`config.mk`:
```
export PLATFORM = sky130hd
export DESIGN_NAME = iccm_fetch_master_flat
export DESIGN_NICKNAME = d
export VERILOG_FILES = /design/src/rtl/iccm_fetch_master_if.sv /design/src/rtl/iccm_fetch_master.sv /design/src/flat_wrapper.sv
export SDC_FILE = /design/constraint.sdc
export NUM_CORES = 1
export LEC_CHECK = 0
export ABC_AREA = 1
export BUFFER_PORTS_ARGS = -buffer_cell sky130_fd_sc_hd__buf_2
export CORE_UTILIZATION = 55
export CTS_BUF_LIST = sky130_fd_sc_hd__clkbuf_4 sky130_fd_sc_hd__clkbuf_8
export DETAILED_ROUTE_END_ITERATION = 8
export PLACE_DENSITY = 0.85
export SETUP_SLACK_MARGIN = 0.02
export SYNTH_ARGS = -nofsm -noshare
export SYNTH_HDL_FRONTEND = slang
export SYNTH_SLANG_ARGS = --single-unit
```
`constraint.sdc`:
```
create_clock -name s_aclk -period 12.9 [get_ports s_aclk]
set_clock_uncertainty 0.05 [all_clocks]
set_input_delay 0.645 -clock s_aclk [delete_from_list [all_inputs] [get_ports s_aclk]]
set_output_delay 0.645 -clock s_aclk [all_outputs]
set_load 0.01 [all_outputs]
```
`src/rtl/iccm_fetch_master_if.sv`:
```
// AXI4 read-channel bundle (AR + R) between the ICCM fetch master and the ICCM slave port.
interface iccm_fetch_master_if;
  logic [31:0] m_axi_araddr;
  logic [1:0]  m_axi_arburst;
  logic [3:0]  m_axi_arid;
  logic [7:0]  m_axi_arlen;
  logic [2:0]  m_axi_arsize;
  logic        m_axi_arvalid;
  logic        m_axi_arready;
  logic [31:0] m_axi_rdata;
  logic [3:0]  m_axi_rid;
  logic        m_axi_rlast;
  logic [1:0]  m_axi_rresp;
  logic        m_axi_rvalid;
  logic        m_axi_rready;

  modport master (
    output m_axi_araddr, m_axi_arburst, m_axi_arid, m_axi_arlen, m_axi_arsize, m_axi_arvalid,
    output m_axi_rready,
    input  m_axi_arready, m_axi_rdata, m_axi_rid, m_axi_rlast, m_axi_rresp, m_axi_rvalid
  );

  modport slave (
    input  m_axi_araddr, m_axi_arburst, m_axi_arid, m_axi_arlen, m_axi_arsize, m_axi_arvalid,
    input  m_axi_rready,
    output m_axi_arready, m_axi_rdata, m_axi_rid, m_axi_rlast, m_axi_rresp, m_axi_rvalid
  );
endinterface

```
`src/rtl/iccm_fetch_master.sv`:
```
// ICCM instruction fetch master: issues aligned AXI4 INCR read bursts from a sequential PC,
// buffers returned words in a prefetch FIFO and presents them to decode via valid/ready.
// Branch redirects flush the FIFO and discard beats of any burst already in flight.
// Optional macro ICCM_FETCH_STATS_EN adds saturating perf_bursts / perf_dropped counters.
module iccm_fetch_master #(
  parameter logic [31:0] RESET_PC   = 32'h0000_0000,
  parameter int unsigned BURST_LEN  = 4,
  parameter int unsigned FIFO_DEPTH = 8,
  parameter logic [3:0]  AXI_ID     = 4'h1
) (
  input  logic                       s_aclk,
  input  logic                       s_areset,
  input  logic                       redirect_valid,
  input  logic [31:0]                redirect_pc,
  output logic                       inst_valid,
  input  logic                       inst_ready,
  output logic [31:0]                inst_data,
  output logic [31:0]                inst_pc,
  output logic                       inst_err,
  iccm_fetch_master_if.master        axi
`ifdef ICCM_FETCH_STATS_EN
  ,
  output logic [31:0]                perf_bursts,
  output logic [31:0]                perf_dropped
`endif
);

  localparam int unsigned PtrW = (FIFO_DEPTH > 1) ? $clog2(FIFO_DEPTH) : 1;
  localparam int unsigned CntW = $clog2(FIFO_DEPTH + 1);
  localparam logic [CntW-1:0] DepthC    = CntW'(FIFO_DEPTH);
  localparam logic [PtrW-1:0] LastPtr   = PtrW'(FIFO_DEPTH - 1);
  localparam logic [31:0]     BurstMask = 32'(BURST_LEN - 1);
  localparam logic [31:0]     BurstLenC = 32'(BURST_LEN);

  typedef enum logic [1:0] {StIdle, StAddr, StData, StDrain} state_e;

  typedef struct packed {
    logic [31:0] data;
    logic [31:0] pc;
    logic        err;
  } entry_t;

  state_e          state_q, state_d;
  logic [31:0]     pc_q, pc_d;
  logic            halted_q, halted_d;
  logic [31:0]     araddr_q, araddr_d;
  logic [7:0]      arlen_q, arlen_d;
  logic            arvalid_q, arvalid_d;
  logic [31:0]     beat_pc_q, beat_pc_d;
  logic            burst_err_q, burst_err_d;
  logic            redir_pend_q, redir_pend_d;
  logic [PtrW-1:0] wr_ptr_q, wr_ptr_d;
  logic [PtrW-1:0] rd_ptr_q, rd_ptr_d;
  logic [CntW-1:0] count_q, count_d;

  entry_t          mem_q [FIFO_DEPTH];

  logic            rready;
  logic            ar_hs;
  logic            r_hs;
  logic            beat_err;
  logic            push;
  logic            pop;
  logic            drop;
  logic [31:0]     offset32;
  logic [31:0]     beats32;
  logic [CntW-1:0] beats;
  logic [CntW-1:0] free_slots;
  entry_t          head;

  // Beats to the next BURST_LEN*4-byte boundary, so every later burst is full and aligned.
  always_comb begin
    offset32   = (pc_q >> 2) & BurstMask;
    beats32    = BurstLenC - offset32;
    beats      = beats32[CntW-1:0];
    free_slots = DepthC - count_q;
  end

  assign rready   = (state_q == StData) || (state_q == StDrain);
  assign ar_hs    = arvalid_q && axi.m_axi_arready;
  assign r_hs     = axi.m_axi_rvalid && rready;
  assign beat_err = (axi.m_axi_rresp != 2'b00);

  // Fetch FSM next state: burst issue, beat accept/discard, halt on error, redirect handling.
  always_comb begin
    state_d      = state_q;
    pc_d         = pc_q;
    halted_d     = halted_q;
    araddr_d     = araddr_q;
    arlen_d      = arlen_q;
    arvalid_d    = arvalid_q;
    beat_pc_d    = beat_pc_q;
    burst_err_d  = burst_err_q;
    redir_pend_d = redir_pend_q;
    push         = 1'b0;
    drop         = 1'b0;

    unique case (state_q)
      StIdle: begin
        if (!redirect_valid && !halted_q && (free_slots >= beats)) begin
          araddr_d  = pc_q;
          arlen_d   = 8'(beats32 - 32'd1);
          arvalid_d = 1'b1;
          state_d   = StAddr;
        end
      end
      StAddr: begin
        // A redirect here cannot retract arvalid; remember it and drain the burst instead.
        redir_pend_d = redir_pend_q || redirect_valid;
        if (ar_hs) begin
          arvalid_d    = 1'b0;
          beat_pc_d    = araddr_q;
          burst_err_d  = 1'b0;
          redir_pend_d = 1'b0;
          if (redirect_valid || redir_pend_q) begin
            state_d = StDrain;
          end else begin
            state_d = StData;
            pc_d    = pc_q + ((32'(arlen_q) + 32'd1) << 2);
          end
        end
      end
      StData: begin
        if (r_hs) begin
          if (redirect_valid) begin
            drop    = 1'b1;
            state_d = axi.m_axi_rlast ? StIdle : StDrain;
          end else begin
            push        = 1'b1;
            beat_pc_d   = beat_pc_q + 32'd4;
            burst_err_d = burst_err_q || beat_err;
            if (axi.m_axi_rlast) begin
              state_d  = StIdle;
              halted_d = burst_err_q || beat_err;
            end
          end
        end else if (redirect_valid) begin
          state_d = StDrain;
        end
      end
      StDrain: begin
        if (r_hs) begin
          drop = 1'b1;
          if (axi.m_axi_rlast) begin
            state_d = StIdle;
          end
        end
      end
      default: state_d = StIdle;
    endcase

    if (redirect_valid) begin
      pc_d     = {redirect_pc[31:2], 2'b00};
      halted_d = 1'b0;
    end
  end

  // FIFO pointers and occupancy; a redirect empties it and overrides any same-cycle pop.
  always_comb begin
    pop      = inst_valid && inst_ready && !redirect_valid;
    wr_ptr_d = wr_ptr_q;
    rd_ptr_d = rd_ptr_q;
    count_d  = count_q;
    if (redirect_valid) begin
      wr_ptr_d = '0;
      rd_ptr_d = '0;
      count_d  = '0;
    end else begin
      if (push) begin
        wr_ptr_d = (wr_ptr_q == LastPtr) ? '0 : wr_ptr_q + 1'b1;
      end
      if (pop) begin
        rd_ptr_d = (rd_ptr_q == LastPtr) ? '0 : rd_ptr_q + 1'b1;
      end
      count_d = count_q + CntW'(push) - CntW'(pop);
    end
  end

  // Control state registers.
  always_ff @(posedge s_aclk or posedge s_areset) begin
    if (s_areset) begin
      state_q      <= StIdle;
      pc_q         <= RESET_PC;
      halted_q     <= 1'b0;
      araddr_q     <= '0;
      arlen_q      <= '0;
      arvalid_q    <= 1'b0;
      beat_pc_q    <= '0;
      burst_err_q  <= 1'b0;
      redir_pend_q <= 1'b0;
      wr_ptr_q     <= '0;
      rd_ptr_q     <= '0;
      count_q      <= '0;
    end else begin
      state_q      <= state_d;
      pc_q         <= pc_d;
      halted_q     <= halted_d;
      araddr_q     <= araddr_d;
      arlen_q      <= arlen_d;
      arvalid_q    <= arvalid_d;
      beat_pc_q    <= beat_pc_d;
      burst_err_q  <= burst_err_d;
      redir_pend_q <= redir_pend_d;
      wr_ptr_q     <= wr_ptr_d;
      rd_ptr_q     <= rd_ptr_d;
      count_q      <= count_d;
    end
  end

  // FIFO storage; contents are only meaningful below count_q, so no reset is needed.
  always_ff @(posedge s_aclk) begin
    if (push) begin
      mem_q[wr_ptr_q] <= '{data: axi.m_axi_rdata, pc: beat_pc_q, err: beat_err};
    end
  end

  assign head       = mem_q[rd_ptr_q];
  assign inst_valid = (count_q != '0);
  assign inst_data  = head.data;
  assign inst_pc    = head.pc;
  assign inst_err   = inst_valid && head.err;

  assign axi.m_axi_araddr  = araddr_q;
  assign axi.m_axi_arburst = 2'b01;
  assign axi.m_axi_arid    = AXI_ID;
  assign axi.m_axi_arlen   = arlen_q;
  assign axi.m_axi_arsize  = 3'b010;
  assign axi.m_axi_arvalid = arvalid_q;
  assign axi.m_axi_rready  = rready;

  // rid is not checked (single outstanding burst) and the pc low bits are forced to zero.
  logic unused_bits;
  assign unused_bits = ^{axi.m_axi_rid, redirect_pc[1:0], beats32[31:CntW]};

`ifdef ICCM_FETCH_STATS_EN
  logic [31:0] perf_bursts_q, perf_bursts_d;
  logic [31:0] perf_dropped_q, perf_dropped_d;

  // Saturating event counters.
  always_comb begin
    perf_bursts_d  = perf_bursts_q;
    perf_dropped_d = perf_dropped_q;
    if (ar_hs && (perf_bursts_q != '1)) begin
      perf_bursts_d = perf_bursts_q + 32'd1;
    end
    if (drop && (perf_dropped_q != '1)) begin
      perf_dropped_d = perf_dropped_q + 32'd1;
    end
  end

  // Counter registers.
  always_ff @(posedge s_aclk or posedge s_areset) begin
    if (s_areset) begin
      perf_bursts_q  <= '0;
      perf_dropped_q <= '0;
    end else begin
      perf_bursts_q  <= perf_bursts_d;
      perf_dropped_q <= perf_dropped_d;
    end
  end

  assign perf_bursts  = perf_bursts_q;
  assign perf_dropped = perf_dropped_q;
`endif

endmodule

```
`src/flat_wrapper.sv`:
```
// flat-port wrapper written by rule: the top's interface ports become plain ports
module iccm_fetch_master_flat 
#(
  parameter logic [31:0] RESET_PC   = 32'h0000_0000,
  parameter int unsigned BURST_LEN  = 4,
  parameter int unsigned FIFO_DEPTH = 8,
  parameter logic [3:0]  AXI_ID     = 4'h1
)
  (s_aclk, s_areset, redirect_valid, redirect_pc, inst_valid, inst_ready, inst_data, inst_pc, inst_err, axi_m_axi_araddr, axi_m_axi_arburst, axi_m_axi_arid, axi_m_axi_arlen, axi_m_axi_arsize, axi_m_axi_arvalid, axi_m_axi_rready, axi_m_axi_arready, axi_m_axi_rdata, axi_m_axi_rid, axi_m_axi_rlast, axi_m_axi_rresp, axi_m_axi_rvalid);
  iccm_fetch_master_if axi_i ();
  input  logic s_aclk;
  input  logic s_areset;
  input  logic redirect_valid;
  input  logic [31:0] redirect_pc;
  output logic inst_valid;
  input  logic inst_ready;
  output logic [31:0] inst_data;
  output logic [31:0] inst_pc;
  output logic inst_err;
  output wire logic [$bits(axi_i.m_axi_araddr)-1:0] axi_m_axi_araddr;
  output wire logic [$bits(axi_i.m_axi_arburst)-1:0] axi_m_axi_arburst;
  output wire logic [$bits(axi_i.m_axi_arid)-1:0] axi_m_axi_arid;
  output wire logic [$bits(axi_i.m_axi_arlen)-1:0] axi_m_axi_arlen;
  output wire logic [$bits(axi_i.m_axi_arsize)-1:0] axi_m_axi_arsize;
  output wire logic [$bits(axi_i.m_axi_arvalid)-1:0] axi_m_axi_arvalid;
  output wire logic [$bits(axi_i.m_axi_rready)-1:0] axi_m_axi_rready;
  input wire logic [$bits(axi_i.m_axi_arready)-1:0] axi_m_axi_arready;
  input wire logic [$bits(axi_i.m_axi_rdata)-1:0] axi_m_axi_rdata;
  input wire logic [$bits(axi_i.m_axi_rid)-1:0] axi_m_axi_rid;
  input wire logic [$bits(axi_i.m_axi_rlast)-1:0] axi_m_axi_rlast;
  input wire logic [$bits(axi_i.m_axi_rresp)-1:0] axi_m_axi_rresp;
  input wire logic [$bits(axi_i.m_axi_rvalid)-1:0] axi_m_axi_rvalid;
  assign axi_m_axi_araddr = axi_i.m_axi_araddr;
  assign axi_m_axi_arburst = axi_i.m_axi_arburst;
  assign axi_m_axi_arid = axi_i.m_axi_arid;
  assign axi_m_axi_arlen = axi_i.m_axi_arlen;
  assign axi_m_axi_arsize = axi_i.m_axi_arsize;
  assign axi_m_axi_arvalid = axi_i.m_axi_arvalid;
  assign axi_m_axi_rready = axi_i.m_axi_rready;
  assign axi_i.m_axi_arready = axi_m_axi_arready;
  assign axi_i.m_axi_rdata = axi_m_axi_rdata;
  assign axi_i.m_axi_rid = axi_m_axi_rid;
  assign axi_i.m_axi_rlast = axi_m_axi_rlast;
  assign axi_i.m_axi_rresp = axi_m_axi_rresp;
  assign axi_i.m_axi_rvalid = axi_m_axi_rvalid;
  iccm_fetch_master #(.RESET_PC(RESET_PC), .BURST_LEN(BURST_LEN), .FIFO_DEPTH(FIFO_DEPTH), .AXI_ID(AXI_ID)) u_core (.s_aclk(s_aclk), .s_areset(s_areset), .redirect_valid(redirect_valid), .redirect_pc(redirect_pc), .inst_valid(inst_valid), .inst_ready(inst_ready), .inst_data(inst_data), .inst_pc(inst_pc), .inst_err(inst_err), .axi(axi_i));
endmodule
```
Yosys cells after proc, flatten, opt, wreduce, memory -nomap -nowiden
Memories as Yosys holds them, arrays and structs flattened. Cells that the tools add are included.

Register bits: 120. Bits in latches: 0. Memory bits (writable): 520. Bits in read-only memories: 0. Bits of input ports: 77. Output and inout bits: 117. Logic and storage cells: 107. Memories kept: 1.

Add/subtract/negate cells: 10. $mul: 0. Div/mod/pow operators: 0. $lt $le $gt $ge: 1. Equal/unequal tests: 12. Shifts and indexed selects: 0. Multiplexer cells: 41. Bitwise logic cells: 0. Reductions and logical operators: 30.

Memories: u_core.mem_q (depth 8, width 65, read ports 1, clocked after memory_dff 0, wr ports 1, RTL line iccm_fetch_master.sv:56) `entry_t mem_q [FIFO_DEPTH];`.

Operators with widths (count): $mux W32 (7); $pmux W32 S2 (1); $add A32 B3 Y32 const B (1); $add A32 B32 Y32 (1); $reduce_bool A2 Y1 (10); $mux W3 (6); $mux W2 (8); $mux W1 (15); $add A8 B1 Y9 const B (1); $reduce_and A3 Y1 (3); $ne A2 B1 Y1 const B (4); $pmux W2 S4 (1); $reduce_and A4 Y1 (2); $sub A8 B1 Y8 const B (1); $logic_and A1 B1 Y1 (7); $add A3 B1 Y3 const B (2); $eq A3 B3 Y1 const B (2); $add A4 B1 Y4 (1); $eq A2 B2 Y1 const B (2); $ge A4 B4 Y1 (1); $mux W4 (1); $ne A2 B2 Y1 const B (2); $pmux W1 S2 (2); $reduce_bool A4 Y1 (1); other kinds (9) (12).

Depth between registers and ports, before layout
Word-level depth: 8. Mapped depth: 13. Mapped depth without buffers: 13.

Worst setup path after synthesis
OpenSTA, ideal clock, no wires.

Kind: input -> register. Start: input port redirect_valid. End: memory u_core.mem_q[6][0] (netlist name) (enable). Setup time: 0.565 ns. Arrival: 5.632 ns. Required time: 12.285 ns. Path slack: 6.652 ns. Stages: 6. Path buffers: 1. Cell sequence: buf_2 inv_1 nand3_1 inv_1 nand2_1 nor3_1.

Cells in the longest elaborated chain, start to end: 5.

Ends and longest elaborated chain: start, declared (RTL line flat_wrapper.sv:13) `input logic redirect_valid;`; $mux W1 (RTL line iccm_fetch_master.sv:125) `if (redirect_valid) begin`; $mux W1 (RTL line iccm_fetch_master.sv:124) `if (r_hs) begin`; $mux W1 (RTL line iccm_fetch_master.sv:98) `unique case (state_q)`; $mux W1 (RTL line iccm_fetch_master.sv:212) `if (push) begin`; $mux W1 (implied by the code) (RTL line iccm_fetch_master.sv:213) `mem_q[wr_ptr_q] <= '{data: axi.m_axi_rdata, pc: beat_pc_q, err: beat_err};`; end, declared (RTL line iccm_fetch_master.sv:56).

Every way passes these cells.

Worst setup path in the final report
Start: register u_core.rd_ptr_q[0]. End: output port inst_pc[13].

Cells in the longest elaborated chain, start to end: 1.

Ends and longest elaborated chain: start, declared (RTL line iccm_fetch_master.sv:53) `logic [PtrW-1:0] rd_ptr_q, rd_ptr_d;`; start signal, assigned (RTL line iccm_fetch_master.sv:205) `rd_ptr_q <= rd_ptr_d;`; $mem_v2 Z8 W65; end, declared (RTL line flat_wrapper.sv:18) `output logic [31:0] inst_pc;`.

Every way passes these cells.

==> key figures <==
Setup path
  • CP dominant cell by count: buf_4
  • Worst-path cell chain: buf_4, buf_4, o21ai_0, o22ai_1, nor2_1, a31oi_1, buf_2
  • Reg2Reg Setup Slack: 9.80 ns
  • Worst endpoint required time: 12.20 ns
  • Crit-path slowest cell: dfrtp_4
  • R2R Path End: u_core.rd_ptr_q[0]
  • Buffers plus inverters on the worst setup path: 3
  • Reg2Reg Depth: 3
  • Slowest stage delay, CP: 0.96 ns
  • Worst R2R Start: u_core.rd_ptr_q[0]
  • Crit end category: output pin
  • CP delay by family, top: buffers and inverters
  • Maximum fanout along the worst path: 108
  • Crit path DAT: 4.63 ns
  • WS Path Type: flip-flop to output pin
  • CP Launch Type: flip-flop

Floorplanning
  • Die Span Y: 223 um
  • Core Area: 47900 sq um
  • Die width: 223 um
  • Starting density of the core: 55.9%
  • I/O pin total: 194
  • # rows: 80
  • Die area: 49600 sq um

Outcome
  • Status: finished, final reports clean

Final layout
  • Area grow syn2layout: 11.1%
  • Nets: 2770
  • Ratio of cells with drive above 1 in the final layout: 13.3%
  • Final Non-Filler Cells: 3340

Placement
  • Placed wire-length estimate: 35.6 mm
  • Routability-driven placement congestion ratio: 0.936
  • I/O Buffers: 175
  • Dpl cells: 3183

Synthesis
  • Commonest cells post-synth: nor2_1 (568), edfxtp_1 (512), nand2_1 (341)
  • Syn Std Cell Area: 26800 sq um
  • Post-synthesis cell type count: 40
  • Top cell type's share of synthesized area: 57.4%
  • Cell with the most instances after synthesis: nor2_1
  • Avg Inst Size Synth: 10.7 sq um
  • Sequential share of the synthesized area: 67.7%
  • Cells after Synth: 2512
  • Synth area leader: edfxtp_1
  • Async set or reset register ratio after synthesis: 17.8%
  • Number of synthesized register bits: 623
  • Number of synthesized flops with an enable pin: 512
  • Top_reg_cell synth: edfxtp_1
  • Yosys warns: 0
  • Dominant cells by area after synthesis: edfxtp_1 (57%), dfrtp_1 (10%), nor2_1 (8.0%), o21ai_0 (6.0%), nand2_1 (4.8%)

Drt
  • DRT Wirelength: 63.2 mm
  • Drt wl/cell: 18.9 um
  • DRT iter0 DRCs: 2029
  • Pre-antenna DRT Iters: 5
  • Drt drc: 0
  • Vias post-DR: 19357
  • Vias per inst: 5.80
  • ANT nets after route: 0

Min path
  • Hold Path Origin: redirect_pc[27]
  • Hold depth: 3
  • Hold Crit Class: primary input to flip-flop
  • Min-Delay Endpoint: u_core.pc_q[27]

Clock network
  • Clock Path Buffers: 3
  • Root buffer cell: clkbuf_8
  • H-tree depth: 3
  • CTS Buf Count: 94
  • PostCTS Resize Cnt: 0
  • Sink Count: 623
  • CTS tree: done
  • Worst-skew pair later-pin latency: 0.67 ns
  • Worst-path clk slew: 0.06 ns

Timing
  • Hold Vio Cnt, Final: 0
  • RSZ-0062 raised after global routing: no
  • Fin crit share: 41.3%
  • Slew @ Worst Pin: 1.16 ns
  • Post-route minimum period: 5.33 ns
  • F_max: 188 MHz
  • Slew HR: 22.4%
  • Pins over their slew limit: 0
  • Setup_tns: 0 ns
  • Final setup viols: 0

Global route
  • Pin count of the biggest net entering global routing: 154
  • GRT Util Overall: 25.5%
  • First-pass GRT wire length: 99.2 mm
  • Initial antenna violation count: 3
  • GRT overflow: 0
  • Vias in the first global route: 19200

Power and ir drop
  • P_sw: 2000 uW
  • Maximum vdd ir drop: 0.000116 V
  • Leak: 0.0112 uW
  • Sequential share of power: 47.2%
  • Power per cell area: 192 nW/um^2
  • Pint: 3720 uW
  • Clock network fraction of total power: 26.7%
  • Switching portion of total power: 35.0%
  • Portion of total power attributed to combinational logic: 26.1%

Job
  • Max_cap viols: 0
==> metal layers <==
| layer | track usage [%] | share of wire (%) | wire length [um] |
|---|---|---|---|
| met1 | 33.7 | 39 | 24700 |
| met2 | 42.7 | 48 | 30600 |
| met3 | 4.85 | 10 | 6320 |
| met4 | 8.30 | 2.4 | 1490 |
| met5 | 0 | 0.038 | 24 |
==> cell families after synthesis <==
logic type | count (synthesis) | synth area share [%]
compound gates | 529 | 10.8
buf+inv | 278 | 4.38
flops | 623 | 67.7
other cells | 2 | 0.0280
fa+ha+maj | 28 | 1.36
xor+xnor | 7 | 0.229
simple gates | 1045 | 15.5
==> layout by cell type (no fill, tap or decap), types with 20 or more instances in the layout <==
master,count
nor2_1,561
buf_2,175
inv_1,119
clkbuf_4,31
a21oi_1,20
ha_1,26
nor3_1,21
edfxtp_1,512
o21ai_1,26
o21ai_0,322
nand2_1,341
a31oi_1,66
nand3_1,92
clkbuf_8,96
o22ai_1,72
dfrtp_1,109
==> power groups by stage <==
stage                     sequential [uW]  clock (uW)  combinational, uW
final                                2700        1530               1500
after global routing                 2720        1640               1690
after CTS                            2690        1550               1500
after detailed placement             2730           0               1480
after global placement               2710           0               1420
after floorplan                      2610           0               1060
==> area by class of cell <==
cell class	count	area, sq um
multi-input cells	1622	7580
well taps	615	769
fillers	3504	18200
diodes	1	2.50
clock buffers	127	1550
inverters	130	499
clock inverters	28	186
repair buffers	194	1020
flip-flops and latches	623	18200
==> stage by stage <==
| stage | instance area [sq um] | util [%] | total power, uW | setup slack [ns] | hold WS, ns |
|---|---|---|---|---|---|
| detailed placement | 28000 | 58.4 | 4210 | 8.36 | 0.450 |
| finish | 29800 | 62.1 | 5720 | 7.57 | 0.167 |
| global route | 29800 | 62.1 | 6040 | 7.26 | 0.140 |
| floorplan | 26800 | - | 3670 | 6.65 | 0.420 |
| CTS | 29800 | 62.1 | 5730 | 7.64 | 0.129 |
| global placement | 28000 | 58.4 | 4130 | 8.48 | 0.439 |
==> worst max-delay path by stage <==
stage / start / cells past startpoint / to / slack (ns)
after floorplan: redirect_valid / 6 / u_core.mem_q[6][0] / 6.65
after global placement: u_core.rd_ptr_q[0] / 7 / inst_pc[13] / 8.48
after detailed placement: u_core.rd_ptr_q[0] / 7 / inst_pc[13] / 8.36
after CTS: u_core.rd_ptr_q[0] / 7 / inst_pc[13] / 7.64
after global routing: u_core.rd_ptr_q[0] / 7 / inst_pc[17] / 7.26
final: u_core.rd_ptr_q[0] / 7 / inst_pc[13] / 7.57
==> what timing repair did <==
action,CTS,global route
hold buffers,1,0
buffers inserted,0,0
hold endpoints to repair,28,0
==> worst reg2reg max path: cells and delay by family (launching register included) <==
family	cells	cell delay [ns]
AO/OA/AOI/OAI	1	0.28
buffers and inverters	2	1.82
flip-flops	1	0.77
==> flip-flops by register name, indices dropped and copies added (netlist names) <==
signal	count
u_core.axi.m_axi_arvalid	1
u_core.count_q	4
u_core.wr_ptr_q	3
u_core.redir_pend_q	1
u_core.halted_q	1
u_core.burst_err_q	1
u_core.axi.m_axi_araddr	30
u_core.state_q	2
u_core.beat_pc_q	31
u_core.rd_ptr_q	3
u_core.axi.m_axi_arlen	4
u_core.mem_q	512
u_core.pc_q	30
(Power assumes the default switching activity.)
